==> src/rtl/systolic_pkg.sv <==
// Shared sizing helpers and the default matrix type for the systolic array front end.
package systolic_pkg;

  localparam int DEF_DATA_WIDTH = 8;
  localparam int DEF_ARRAY_W    = 4;
  localparam int DEF_ARRAY_L    = 4;

  function automatic int n_elems(input int w, input int l);
    return w * l;
  endfunction

  // Element index width; a 1x1 matrix still gets a 1-bit counter.
  function automatic int idx_width(input int w, input int l);
    int n;
    n = w * l;
    return (n > 1) ? $clog2(n) : 1;
  endfunction

  typedef logic [0:DEF_ARRAY_W-1][0:DEF_ARRAY_L-1][DEF_DATA_WIDTH-1:0] matrix_t;

endpackage

==> src/rtl/matrix_loader.sv <==
// Assembles a row-major element stream into a full matrix, double buffered:
// the next frame fills while the previous one is held on mat_data.
module matrix_loader
  import systolic_pkg::*;
#(
  parameter int DATA_WIDTH = 8,
  parameter int ARRAY_W    = 4,
  parameter int ARRAY_L    = 4
) (
  input  logic                                           clk,
  input  logic                                           rst_n,
  input  logic                                           in_valid,
  input  logic [DATA_WIDTH-1:0]                          in_data,
  input  logic                                           in_last,
  output logic                                           in_ready,
  output logic [0:ARRAY_W-1][0:ARRAY_L-1][DATA_WIDTH-1:0] mat_data,
  output logic                                           mat_valid,
  input  logic                                           mat_ready,
  output logic                                           frame_err
);

  localparam int N     = n_elems(ARRAY_W, ARRAY_L);
  localparam int IDX_W = idx_width(ARRAY_W, ARRAY_L);
  localparam logic [IDX_W-1:0] LAST_IDX = IDX_W'(N - 1);

  logic [DATA_WIDTH-1:0] fill_mem [N];
  logic [IDX_W-1:0]      idx_p0;
  logic                  fill_full_p0;
  logic                  acc;
  logic                  at_end;
  logic                  early_last;
  logic                  xfer;

  assign in_ready   = !fill_full_p0;
  assign acc        = in_valid && in_ready;
  assign at_end     = (idx_p0 == LAST_IDX);
  assign early_last = acc && in_last && !at_end;
  assign xfer       = fill_full_p0 && (!mat_valid || mat_ready);

  // Stage p0: fill buffer (no reset; contents are only exposed through a transfer)
  always_ff @(posedge clk) begin
    if (acc && !early_last) fill_mem[idx_p0] <= in_data;
  end

  always_ff @(posedge clk or negedge rst_n) begin
    if (!rst_n) begin
      idx_p0       <= '0;
      fill_full_p0 <= 1'b0;
      frame_err    <= 1'b0;
    end else begin
      // A framing error is any disagreement between in_last and the final slot.
      frame_err <= acc && (in_last != at_end);
      if (acc) idx_p0 <= (in_last || at_end) ? '0 : idx_p0 + 1'b1;
      if (xfer)
        fill_full_p0 <= 1'b0;
      else if (acc && at_end)
        fill_full_p0 <= 1'b1;
    end
  end

  // Stage p1: output register, reloaded only by a transfer
  always_ff @(posedge clk or negedge rst_n) begin
    if (!rst_n) begin
      mat_valid <= 1'b0;
      mat_data  <= '0;
    end else begin
      if (xfer)
        mat_valid <= 1'b1;
      else if (mat_ready)
        mat_valid <= 1'b0;
      if (xfer) begin
        for (int r = 0; r < ARRAY_W; r++)
          for (int c = 0; c < ARRAY_L; c++)
            mat_data[r][c] <= fill_mem[r*ARRAY_L + c];
      end
    end
  end

endmodule

==> config.mk <==
export PLATFORM = sky130hd
export DESIGN_NAME = matrix_loader
export DESIGN_NICKNAME = d
export VERILOG_FILES = /design/src/rtl/systolic_pkg.sv /design/src/rtl/matrix_loader.sv
export SDC_FILE = /design/constraint.sdc
export NUM_CORES = 1
export LEC_CHECK = 0
export BUFFER_PORTS_ARGS = -buffer_cell sky130_fd_sc_hd__buf_2
export CORE_MARGIN = 3
export CORE_UTILIZATION = 56
export CTS_BUF_LIST = sky130_fd_sc_hd__clkbuf_2
export DETAILED_ROUTE_END_ITERATION = 6
export GPL_ROUTABILITY_DRIVEN = 0
export HOLD_SLACK_MARGIN = 0.15
export PLACE_DENSITY = 0.75
export SKIP_CTS_REPAIR_TIMING = 1
export SLEW_MARGIN = 30
export SYNTH_ARGS = -nofsm -noshare
export SYNTH_HDL_FRONTEND = slang
export SYNTH_SLANG_ARGS = --single-unit
==> constraint.sdc <==
create_clock -name clk -period 4 [get_ports clk]
set_clock_uncertainty 0.2 [all_clocks]
set_input_delay 0.4 -clock clk [delete_from_list [all_inputs] [get_ports clk]]
set_output_delay 0.4 -clock clk [all_outputs]
set_load 0.02 [all_outputs]
==> flow_summary.json <==
{
  "yosysSeqAreaShare": 0.7520,
  "drt-total-wl_um": 18880,
  "yosysTopAreaCellShare": 0.4002,
  "worstSetupPathType": "register to register",
  "maxSlewHeadroom": 0.4725,
  "avgSynthCellArea_um2": 20.88,
  "powerDensity_nw_per_um2": 462.4,
  "yosys.area.top_type": "edfxtp_1",
  "htree_num_levels": 2,
  "tightest_slew_ps": 788.3,
  "die_area_um2": 18760,
  "yosys_warnings": 0,
  "num_vias": 4743,
  "hold_slack_ps": 254.9,
  "via_per_inst": 5.035,
  "antenna_found_initial": 1,
  "rsz0062_at_grt": "false",
  "cp-start-kind": "register",
  "routedWlPerCell_um": 20.04,
  "grt-ovfl-total": 0,
  "die_w_um": 137.0,
  "grt_pass1_wl_um": 28290,
  "portBuffers": 143,
  "clk_pin_slew_ps": 130,
  "netlist-cell-type-count": 26,
  "boundaryPins": 144,
  "power_frac_clock": 0.326,
  "cp_max_fo": 7,
  "drcViolationCount": 0,
  "cts.sinks": 263,
  "cts_tree": "done",
  "dieHeight_um": 137.0,
  "nFillCells": 1179,
  "netSwitchingPower_uw": 1357,
  "cts-root-buf": "clkbuf_2",
  "peakVddDrop_mv": 0.2236,
  "seq_power_share": 0.583,
  "layout-drive-gt1-share": 0.5229,
  "nets": 687,
  "antenna_left": 0,
  "dp_hpwl_um": 11290,
  "crit_path_end_kind": "register",
  "swShare": 0.2606,
  "p_int_uw": 3849,
  "status": "finished clean",
  "grt_pass1_vias": 4956,
  "cts_buffer_depth": 3,
  "drt_iter0_drc": 249,
  "syn_area_um2": 9604,
  "synth_seq_cells": 263,
  "area_growth_syn_to_layout_pct": 17.22,
  "core-area_um2": 16700,
  "hold_violations": 0,
  "grt_max_degree": 111,
  "start_util": 0.5751,
  "leakagePower_uw": 0.005467,
  "worstPathRequired_ps": 4470,
  "crit_arrival_ps": 2830,
  "tns_ps": 0,
  "num_rows": 47,
  "numCtsBuffers": 60,
  "drv_cap": 0,
  "period_share": 0.5889,
  "min_period_ps": 2355,
  "p_comb_frac": 0.091,
  "fmax_mhz": 424.6,
  "ys_top_cells_by_area": "edfxtp_1, dfrtp_1, mux2_4",
  "drv_slew": 0,
  "clk_latency_ps": 830,
  "hold_path.class": "register to register",
  "grt_usage": 0.2015,
  "synth_cells": 460,
  "syn_nets": 478,
  "setup_violations": 0,
  "first_pass_iters": 4
}
## kinds of logic after synthesis
kind of cell	count (synthesis)	synth area share
AND/OR/NAND/NOR	38	0.02501
AO/OA/AOI/OAI	6	0.004039
adder cells (fa/ha/maj)	5	0.006514
multiplexers	128	0.1935
flip-flops	263	0.7520
buffers and inverters	20	0.01902
## flip-flops by register name, indices dropped and copies added (netlist names)
register      flops
fill_full_p0      1
fill_mem        128
frame_err         1
idx_p0            4
mat_data        128
mat_valid         1
## worst max-delay path: stages, from the launching register on
cell	delay, ps
dfrtp_1	440
ha_1	310
nand3_1	180
ha_1	340
and3_1	160
dlygate4sd3_1	570
## per-stage QoR
step                std cells    util  instance area (µm²)  setup WS, ps  total power (µW)
finish                    942  0.6741                11260          1645              5206
CTS                       924  0.6620                11060          1665              5257
floorplan                 460       -                 9604          2277              3348
detailed placement        810  0.6277                10480          1640              3554
global placement          810  0.6277                10480          1702              3535
global route              942  0.6741                11260          1512              5457
## per-layer routing
layer | part of all wire | wire length (µm) | GRT usage
met1 | 0.42 | 7937 | 0.2728
met2 | 0.51 | 9654 | 0.3234
met4 | 0.016 | 299 | 0.06818
met3 | 0.052 | 985 | 0.05000
met5 | 0 | 0 | 0
## cells in the mapped netlist
cell,n
nor4b_2,2
nor2_1,1
edfxtp_1,128
o22ai_1,1
o21ai_0,2
nand2_1,7
ha_1,5
nor4_1,1
o21ai_1,1
a22o_1,1
buf_6,14
nand2b_1,3
nand2b_2,1
nand3_1,3
dfrtp_1,135
o311ai_1,1
and2_1,15
mux2_2,17
and3_1,1
buf_2,2
nor2b_1,1
nand2b_4,1
nor3_1,1
nand2_2,1
mux2_4,111
inv_1,4
## worst paths after layout
kind	startpoint	endpoint	slack, ps	depth (start not counted)
min in group asynchronous	rst_n	mat_data[109]$_DFFE_PN0P_	450	4
setup / recovery	idx_p0[1]$_DFFE_PN0N_	frame_err$_DFF_PN0_	1640	5
setup reg to reg	idx_p0[1]$_DFFE_PN0N_	frame_err$_DFF_PN0_	1640	5
hold / removal	fill_mem[9][6]$_DFFE_PP_	mat_data[54]$_DFFE_PN0P_	250	1
hold reg to reg	fill_mem[9][6]$_DFFE_PP_	mat_data[54]$_DFFE_PN0P_	250	1
max in group asynchronous	rst_n	mat_data[50]$_DFFE_PN0P_	2330	5
## power by group through the flow
stage          combinational (µW)  sequential, µW  clock (µW)
2_1_floorplan                 167            3180           0
3_3_place_gp                  450            3090           0
3_5_place_dp                  463            3090           0
4_1_cts                       465            3030        1760
5_1_grt                       510            3050        1900
6_report                      475            3030        1700
## cells in the final DEF, fill, tap and decap left out, drive strengths merged, types with 2 or more instances in the layout
cell | Yosys | final
buf | 16 | 147
dfrtp | 135 | 135
edfxtp | 128 | 128
mux2 | 128 | 128
clkbuf | 0 | 95
clkinv | 0 | 19
and2 | 15 | 15
dlygate4sd3 | 0 | 15
nand2 | 8 | 8
ha | 5 | 5
nand2b | 5 | 5
inv | 4 | 4
nand3 | 3 | 3
o21ai | 3 | 3
nor4b | 2 | 2
## final cells by class
type	count	area, µm²	share of cell area
multi-input combinational	177	2213	0.1966
clock inverter	20	102.6	0.009113
tap	220	275.3	0.02445
inverter	4	15.01	0.001334
timing repair buffer	163	957.2	0.08502
sequential	263	7222	0.6415
antenna	1	2.502	0.0002223
clock buffer	94	470.5	0.04179
Note: power is estimated with default switching activity, not from simulation.
